File: config.mk
export PLATFORM = sky130hd
export DESIGN_NAME = score_display_scanner
export DESIGN_NICKNAME = d
export VERILOG_FILES = /design/src/rtl/score_display_scanner.sv
export SDC_FILE = /design/constraint.sdc
export NUM_CORES = 1
export LEC_CHECK = 0
export ABC_AREA = 0
export CORE_ASPECT_RATIO = 1.1
export CORE_MARGIN = 8
export CORE_UTILIZATION = 56
export CTS_CLUSTER_DIAMETER = 30
export DETAILED_ROUTE_END_ITERATION = 6
export HOLD_SLACK_MARGIN = 0.03
export PLACE_DENSITY = 0.83
export SLEW_MARGIN = 10
export SYNTH_ARGS = -nofsm -noshare
export SYNTH_HDL_FRONTEND = slang
export SYNTH_SLANG_ARGS = --single-unit
File: constraint.sdc
create_clock -name clk -period 1.7 [get_ports clk]
set_input_delay 0.34 -clock clk [delete_from_list [all_inputs] [get_ports clk]]
set_output_delay 0.34 -clock clk [all_outputs]
set_load 0.02 [all_outputs]
File: src/rtl/score_display_scanner.sv
// rtl/score_display_scanner.sv - BCD conversion of two hand totals and 4-digit scan feeder
// for the board's BCD-to-7-segment decoder.
module score_display_scanner #(
   parameter int         REFRESH_DIV = 100000,
   parameter int         CNT_W       = 17,
   parameter logic [4:0] BLANK_CODE  = 5'b11111
) (
   input  logic       clk,
   input  logic       rst,
   input  logic       load,
   input  logic [4:0] player_total,
   input  logic [4:0] dealer_total,
   output logic [4:0] digit_code,
   output logic [3:0] an,
   output logic       busy,
   output logic       valid
);

   typedef enum logic {IDLE, CONVERT} state_t;

   state_t     state, state_nxt;
   logic [1:0] iter, iter_nxt;
   logic       busy_nxt, valid_nxt;

   logic [4:0] p_work, p_work_nxt, d_work, d_work_nxt;
   logic [1:0] p_tens, p_tens_nxt, d_tens, d_tens_nxt;

   logic [3:0] p_ones_disp, p_ones_disp_nxt, d_ones_disp, d_ones_disp_nxt;
   logic [1:0] p_tens_disp, p_tens_disp_nxt, d_tens_disp, d_tens_disp_nxt;

   logic [CNT_W-1:0] refresh_cnt;
   logic [1:0]       scan_idx;
   logic [4:0]       sel_code;
   logic [3:0]       sel_an;

   always_ff @(posedge clk) begin
      if (rst) begin
         state       <= IDLE;
         iter        <= 2'd0;
         busy        <= 1'b0;
         valid       <= 1'b0;
         p_work      <= 5'd0;
         d_work      <= 5'd0;
         p_tens      <= 2'd0;
         d_tens      <= 2'd0;
         p_ones_disp <= 4'd0;
         d_ones_disp <= 4'd0;
         p_tens_disp <= 2'd0;
         d_tens_disp <= 2'd0;
      end else begin
         state       <= state_nxt;
         iter        <= iter_nxt;
         busy        <= busy_nxt;
         valid       <= valid_nxt;
         p_work      <= p_work_nxt;
         d_work      <= d_work_nxt;
         p_tens      <= p_tens_nxt;
         d_tens      <= d_tens_nxt;
         p_ones_disp <= p_ones_disp_nxt;
         d_ones_disp <= d_ones_disp_nxt;
         p_tens_disp <= p_tens_disp_nxt;
         d_tens_disp <= d_tens_disp_nxt;
      end
   end

   // Fixed four-pass subtract-10 loop; 31 needs only three passes, so the
   // fourth pass is a no-op that keeps the latency constant.
   always_comb begin
      state_nxt       = state;
      iter_nxt        = iter;
      busy_nxt        = busy;
      valid_nxt       = valid;
      p_work_nxt      = p_work;
      d_work_nxt      = d_work;
      p_tens_nxt      = p_tens;
      d_tens_nxt      = d_tens;
      p_ones_disp_nxt = p_ones_disp;
      d_ones_disp_nxt = d_ones_disp;
      p_tens_disp_nxt = p_tens_disp;
      d_tens_disp_nxt = d_tens_disp;
      case (state)
         IDLE: begin
            if (load) begin
               state_nxt  = CONVERT;
               iter_nxt   = 2'd0;
               busy_nxt   = 1'b1;
               p_work_nxt = player_total;
               d_work_nxt = dealer_total;
               p_tens_nxt = 2'd0;
               d_tens_nxt = 2'd0;
            end
         end
         CONVERT: begin
            if (p_work >= 5'd10) begin
               p_work_nxt = p_work - 5'd10;
               p_tens_nxt = p_tens + 2'd1;
            end
            if (d_work >= 5'd10) begin
               d_work_nxt = d_work - 5'd10;
               d_tens_nxt = d_tens + 2'd1;
            end
            iter_nxt = iter + 2'd1;
            if (iter == 2'd3) begin
               state_nxt       = IDLE;
               busy_nxt        = 1'b0;
               valid_nxt       = 1'b1;
               p_ones_disp_nxt = p_work[3:0];
               d_ones_disp_nxt = d_work[3:0];
               p_tens_disp_nxt = p_tens;
               d_tens_disp_nxt = d_tens;
            end
         end
         default: state_nxt = IDLE;
      endcase
   end

   always_ff @(posedge clk) begin
      if (rst) begin
         refresh_cnt <= '0;
         scan_idx    <= 2'd0;
      end else if (refresh_cnt == CNT_W'(REFRESH_DIV - 1)) begin
         refresh_cnt <= '0;
         scan_idx    <= scan_idx + 2'd1;
      end else begin
         refresh_cnt <= refresh_cnt + 1'b1;
      end
   end

   // Tens digits of zero are blanked; ones digits always show.
   always_comb begin
      sel_code = BLANK_CODE;
      sel_an   = 4'b1111;
      case (scan_idx)
         2'd0: begin
            sel_code = {1'b0, p_ones_disp};
            sel_an   = 4'b1110;
         end
         2'd1: begin
            sel_code = (p_tens_disp == 2'd0) ? BLANK_CODE : {3'b000, p_tens_disp};
            sel_an   = 4'b1101;
         end
         2'd2: begin
            sel_code = {1'b0, d_ones_disp};
            sel_an   = 4'b1011;
         end
         default: begin
            sel_code = (d_tens_disp == 2'd0) ? BLANK_CODE : {3'b000, d_tens_disp};
            sel_an   = 4'b0111;
         end
      endcase
   end

   always_ff @(posedge clk) begin
      if (rst || !valid) begin
         an         <= 4'b1111;
         digit_code <= BLANK_CODE;
      end else begin
         an         <= sel_an;
         digit_code <= sel_code;
      end
   end

endmodule

# Word level (Yosys, flattened, before mapping)
# Cells that the tools add are included.
[word_totals]
regBits = 59
input_bits = 13
elab_cells = 66
[op_classes]
n_reduce_logical = 10
addsub = 7
order_cmp = 2
muxes = 22
bitwise_logic = 1
eq_ne = 8
[ops]
columns = ["operator", "n"]
rows = [
  ["2-to-1 mux 5 bit", 6],
  ["one-hot mux 5 bit (2 select lines)", 2],
  ["adder 17 x 1 -> 17 bit, second input constant", 1],
  ["== test 17 bit, second input constant", 1],
  ["one-hot mux 5 bit (3 select lines)", 1],
  ["one-hot mux 2 bit (2 select lines)", 3],
  ["one-hot mux 4 bit (3 select lines)", 1],
  ["greater-or-equal comparator 5 x 4 -> 1 bit, second input constant", 2],
  ["subtractor 5 x 4 -> 5 bit, second input constant", 2],
  ["adder 2 x 1 -> 2 bit, second input constant", 4],
  ["AND reduction 2 bit", 4],
  ["logical NOT 2 bit", 3],
  ["2-to-1 mux 2 bit", 3],
  ["!= test 2 x 1 -> 1 bit, second input constant", 3],
  ["== test 2 bit, second input constant", 2],
  ["2-to-1 mux 1 bit", 4],
  ["one-hot mux 1 bit (2 select lines)", 2],
  ["== test 2 x 1 -> 1 bit, second input constant", 1],
  ["!= test 2 bit, second input constant", 1],
  ["OR reduction 2 bit", 1],
  ["logical NOT 1 bit", 1],
  ["logical OR 1 bit", 1],
  ["inverter 1 bit", 1],
]

# Depth between registers and ports, before layout
[logic_depth]
ltp_word = 3
depth_mapped = 6

# Worst setup path before layout
# Ideal clock, no wire load.
[synth_timing]
kind = "register to register"
startpoint = "register d_work[1]"
endpoint = "register d_work[2]"
n_path_buf = 0
stages_incl_launch_ff = 7
arrival_ns = 1.452
setup_time_ns = 0.121
t_required_ns = 1.579
slack_ns = 0.128
path_cell_list = "dfxtp_1 inv_1 ha_1 nor2b_1 nor3_1 a21oi_1 mux2_2"
[synth_between]
elab_chain_cells = 3
word_cells_on_any_way = 6
cone_classes = "1 x add/sub; 1 x order compare; 1 x eq/ne; 2 x mux; 1 x reduce/logical"
[synth_lines]
columns = ["element", "line", "text"]
rows = [
  ["from (decl)", "25", "logic [4:0] p_work, p_work_nxt, d_work, d_work_nxt;"],
  ["from (signal assigned)", "56", "d_work <= d_work_nxt;"],
  ["subtractor 5 x 4 -> 5 bit / greater-or-equal comparator 5 x 4 -> 1 bit (equally long branches)", "99, 98", ""],
  ["2-to-1 mux 5 bit / != test 2 x 1 -> 1 bit (equally long branches)", "-", ""],
  ["one-hot mux 5 bit (2 select lines) / AND reduction 2 bit (equally long branches)", "-", ""],
]
# Several ways; a longest one is shown, not always the timed one. The select of a mux whose other input is x is not followed.
# A chain may end at the register's enable or synchronous reset.

# Worst setup path in the final report
[layout_timing]
startpoint = "register busy"
endpoint = "output port busy"
[layout_lines]
columns = ["element", "line", "text"]
rows = [
  ["from (decl)", "15", "output logic busy,"],
  ["from (signal assigned)", "53", "busy <= busy_nxt;"],
]
# No word-level cell between the ends.

==> impl_metrics.json <==
{
  "status": "finished, final reports clean",
  "synth-seq-area-share_pct": 45.7,
  "portBuffers": 23,
  "fmax_ghz": 0.619,
  "vias": 2272,
  "finalCritPeriodShare_pct": 95.0,
  "io_pins": 24,
  "drt_iter0_markers": 140,
  "nets": 364,
  "slowest_stage": "clkdlybuf4s50_1",
  "clock_skew_ns": 0.00801,
  "ys_ff_latch": 59,
  "drc": 0,
  "slowest_delay_ns": 0.61,
  "design.die.area_um2": 7050,
  "grt.overflow.total": 0,
  "tritoncts": "done",
  "row_count": 26,
  "ir_worst_vdd_v": 0.000822,
  "die_height_um": 87.3,
  "rsz0062_at_grt": "false",
  "path_buf_inv": 1,
  "synthDominantCellAreaShare_pct": 45.7,
  "syn_inst": 299,
  "n_antenna_cell": 0,
  "synth_area_um2": 2580,
  "hold_viol": 0,
  "cts.sinks": 59,
  "max_slew_margin_pct": 69.6,
  "power_density_nw_per_um2": 1010,
  "synthesis.nets": 321,
  "synthTopCellsByCount": "dfxtp_1 (59), nand2_1 (39), nor2_1 (31)",
  "track_usage_pct": 17.1,
  "synth_cell_type_count": 50,
  "post-place-ws_ns": -0.0478,
  "synth_edf_count": 0,
  "worstSetupPathType": "flip-flop to output port",
  "grt_pass1_wl_um": 9560,
  "postCtsHoldBufs": 0,
  "fin_util_pct": 71.6,
  "wl_per_cell_um": 14.2,
  "clkLatencyLatePin_ns": 0.33,
  "cts_made_buffers": 9,
  "path_cells": "clkdlybuf4s50_1",
  "crit_path_start_kind": "flip-flop",
  "dr.pass1.iters": 4,
  "synth-main-ff-cell": "dfxtp_1",
  "crit_fanout": 2,
  "cts.htree.levels": 3,
  "cap_viol_max_count": 0,
  "end_kind": "output port",
  "leakagePower_uw": 0.00117,
  "async_flop_share_pct": 0,
  "path_clk_slew_ns": 0.06,
  "routed_wl_um": 5720,
  "area_delta_synth_final_pct": 26.2,
  "synth_area_per_cell_um2": 8.65,
  "synth_area_leader_cell": "dfxtp_1",
  "worstPathRequired_ns": 1.36,
  "cp.arrival_ns": 1.27,
  "layout_min_cycle_time_ns": 1.61,
  "ys_top_cells_by_area": "dfxtp_1 (46%), nand2_1 (5.7%), a21oi_1 (5.6%), nor2_1 (4.5%), ha_1 (4.4%)",
  "antenna_found_initial": 0,
  "crit_family": "buffers and inverters",
  "place.gp.congestion": 0.900,
  "core_um2": 4550,
  "maxSlewViolCount": 0,
  "worst_slack_ns": 0.0855,
  "setup_viol": 0,
  "grt_max_degree": 20,
  "cts-root-buf": "clkbuf_8",
  "clockBufferDepth": 2,
  "tightest_slew_ns": 0.455,
  "synth.most_common_cell": "dfxtp_1",
  "ant_nets": 0,
  "postCtsSetupRepairBufs": 0,
  "hold_ws_ns": 0.459,
  "ys_warn_count": 0,
  "start_util_pct": 56.8,
  "viasPerCell": 5.64,
  "min_path_type": "flip-flop to flip-flop",
  "die_w_um": 80.8,
  "grt_pass1_vias": 2122,
  "post-dp-hpwl_um": 3940,
  "drive_gt1_share_pct": 13.8
}
-- per-layer routing --
metal | routed length, µm | track usage, % | share of wire [%] | vias up
li1 | - | - | - | 1134
met1 | 2510 | 20.5 | 44 | 1059
met2 | 2790 | 27.2 | 49 | 67
met3 | 298 | 3.93 | 5.2 | 12
met4 | 119 | 9.76 | 2.1 | 0
met5 | 0 | 0 | 0 | -
-- per-stage QoR --
step | setup TNS [ns] | power [µW] | std cells | area (µm²)
global placement | 0 | 1730 | 387 | 3000
finish | 0 | 3280 | 403 | 3260
global route | 0 | 3400 | 403 | 3260
floorplan | 0 | 1620 | 299 | 2580
CTS | 0 | 3290 | 403 | 3240
detailed placement | -0.0877 | 1730 | 387 | 3000
-- cells by family (layout without fill, tap and decap cells) --
logic type | Yosys count | after routing | synth area share [%]
buffers and inverters | 27 | 75 | 4.31
AOI/OAI and AO/OA | 65 | 65 | 15.8
DFF | 59 | 59 | 45.7
xor gates and xnor gates | 14 | 14 | 4.74
adders and majority gates | 9 | 9 | 4.36
and+or+nand+nor | 120 | 120 | 23.1
muxes | 5 | 5 | 2.03
-- repair_timing --
action                     4_1_cts  5_1_grt
gates resized for setup          1        7
setup endpoints to repair        1       18
pin swaps                        0        1
-- state kept, by name, indices dropped and copies added (netlist names), 2 cells and up --
signal and cells:
an 4, d_ones_disp 4, d_tens 2, d_tens_disp 2, d_work 5, digit_code 5, iter 2, p_ones_disp 4
p_tens 2, p_tens_disp 2, p_work 5, refresh_cnt 17, scan_idx 2
-- power breakdown --
part	total, µW	internal, µW	switching [µW]
clock	1560	1020	542
combinational	274	139	134
sequential	1450	1420	33.0
-- area by class of cell --
| type | instances | area [µm²] |
|---|---|---|
| fill | 348 | 1290 |
| sequential | 59 | 1180 |
| clock buffer | 12 | 145 |
| inverter | 16 | 60.1 |
| clock inverter | 4 | 97.6 |
| timing repair buffer | 43 | 392 |
| multi-input combinational | 213 | 1320 |
| tap | 56 | 70.1 |
-- placed cells by master, fill, tap and decap left out, drive strengths merged, types with 4 or more instances in the layout --
cell type / instances
inv: 16
a21oi: 30
nand4: 6
nand2: 39
xor2: 5
dfxtp: 59
nor3: 7
ha: 9
nor4: 5
buf: 20
nor2: 31
nor2b: 5
a22oi: 4
clkdlybuf4s50: 22
clkbuf: 12
o21ai: 8
xnor2: 9
nand3: 9
-- path summary, 6_finish.rpt --
kind | depth (start not counted) | startpoint | slack [ns] | to
min reg2reg | 2 | d_ones_disp[0]$_SDFFE_PP0P_ | 0.46 | d_ones_disp[0]$_SDFFE_PP0P_
max | 1 | busy$_SDFFE_PP0P_ | 0.09 | busy
min | 2 | d_ones_disp[0]$_SDFFE_PP0P_ | 0.46 | d_ones_disp[0]$_SDFFE_PP0P_
max reg2reg | 5 | d_work[1]$_SDFFE_PP0P_ | 0.11 | d_work[2]$_SDFFE_PP0P_
Power figures use the tool's default switching activity.
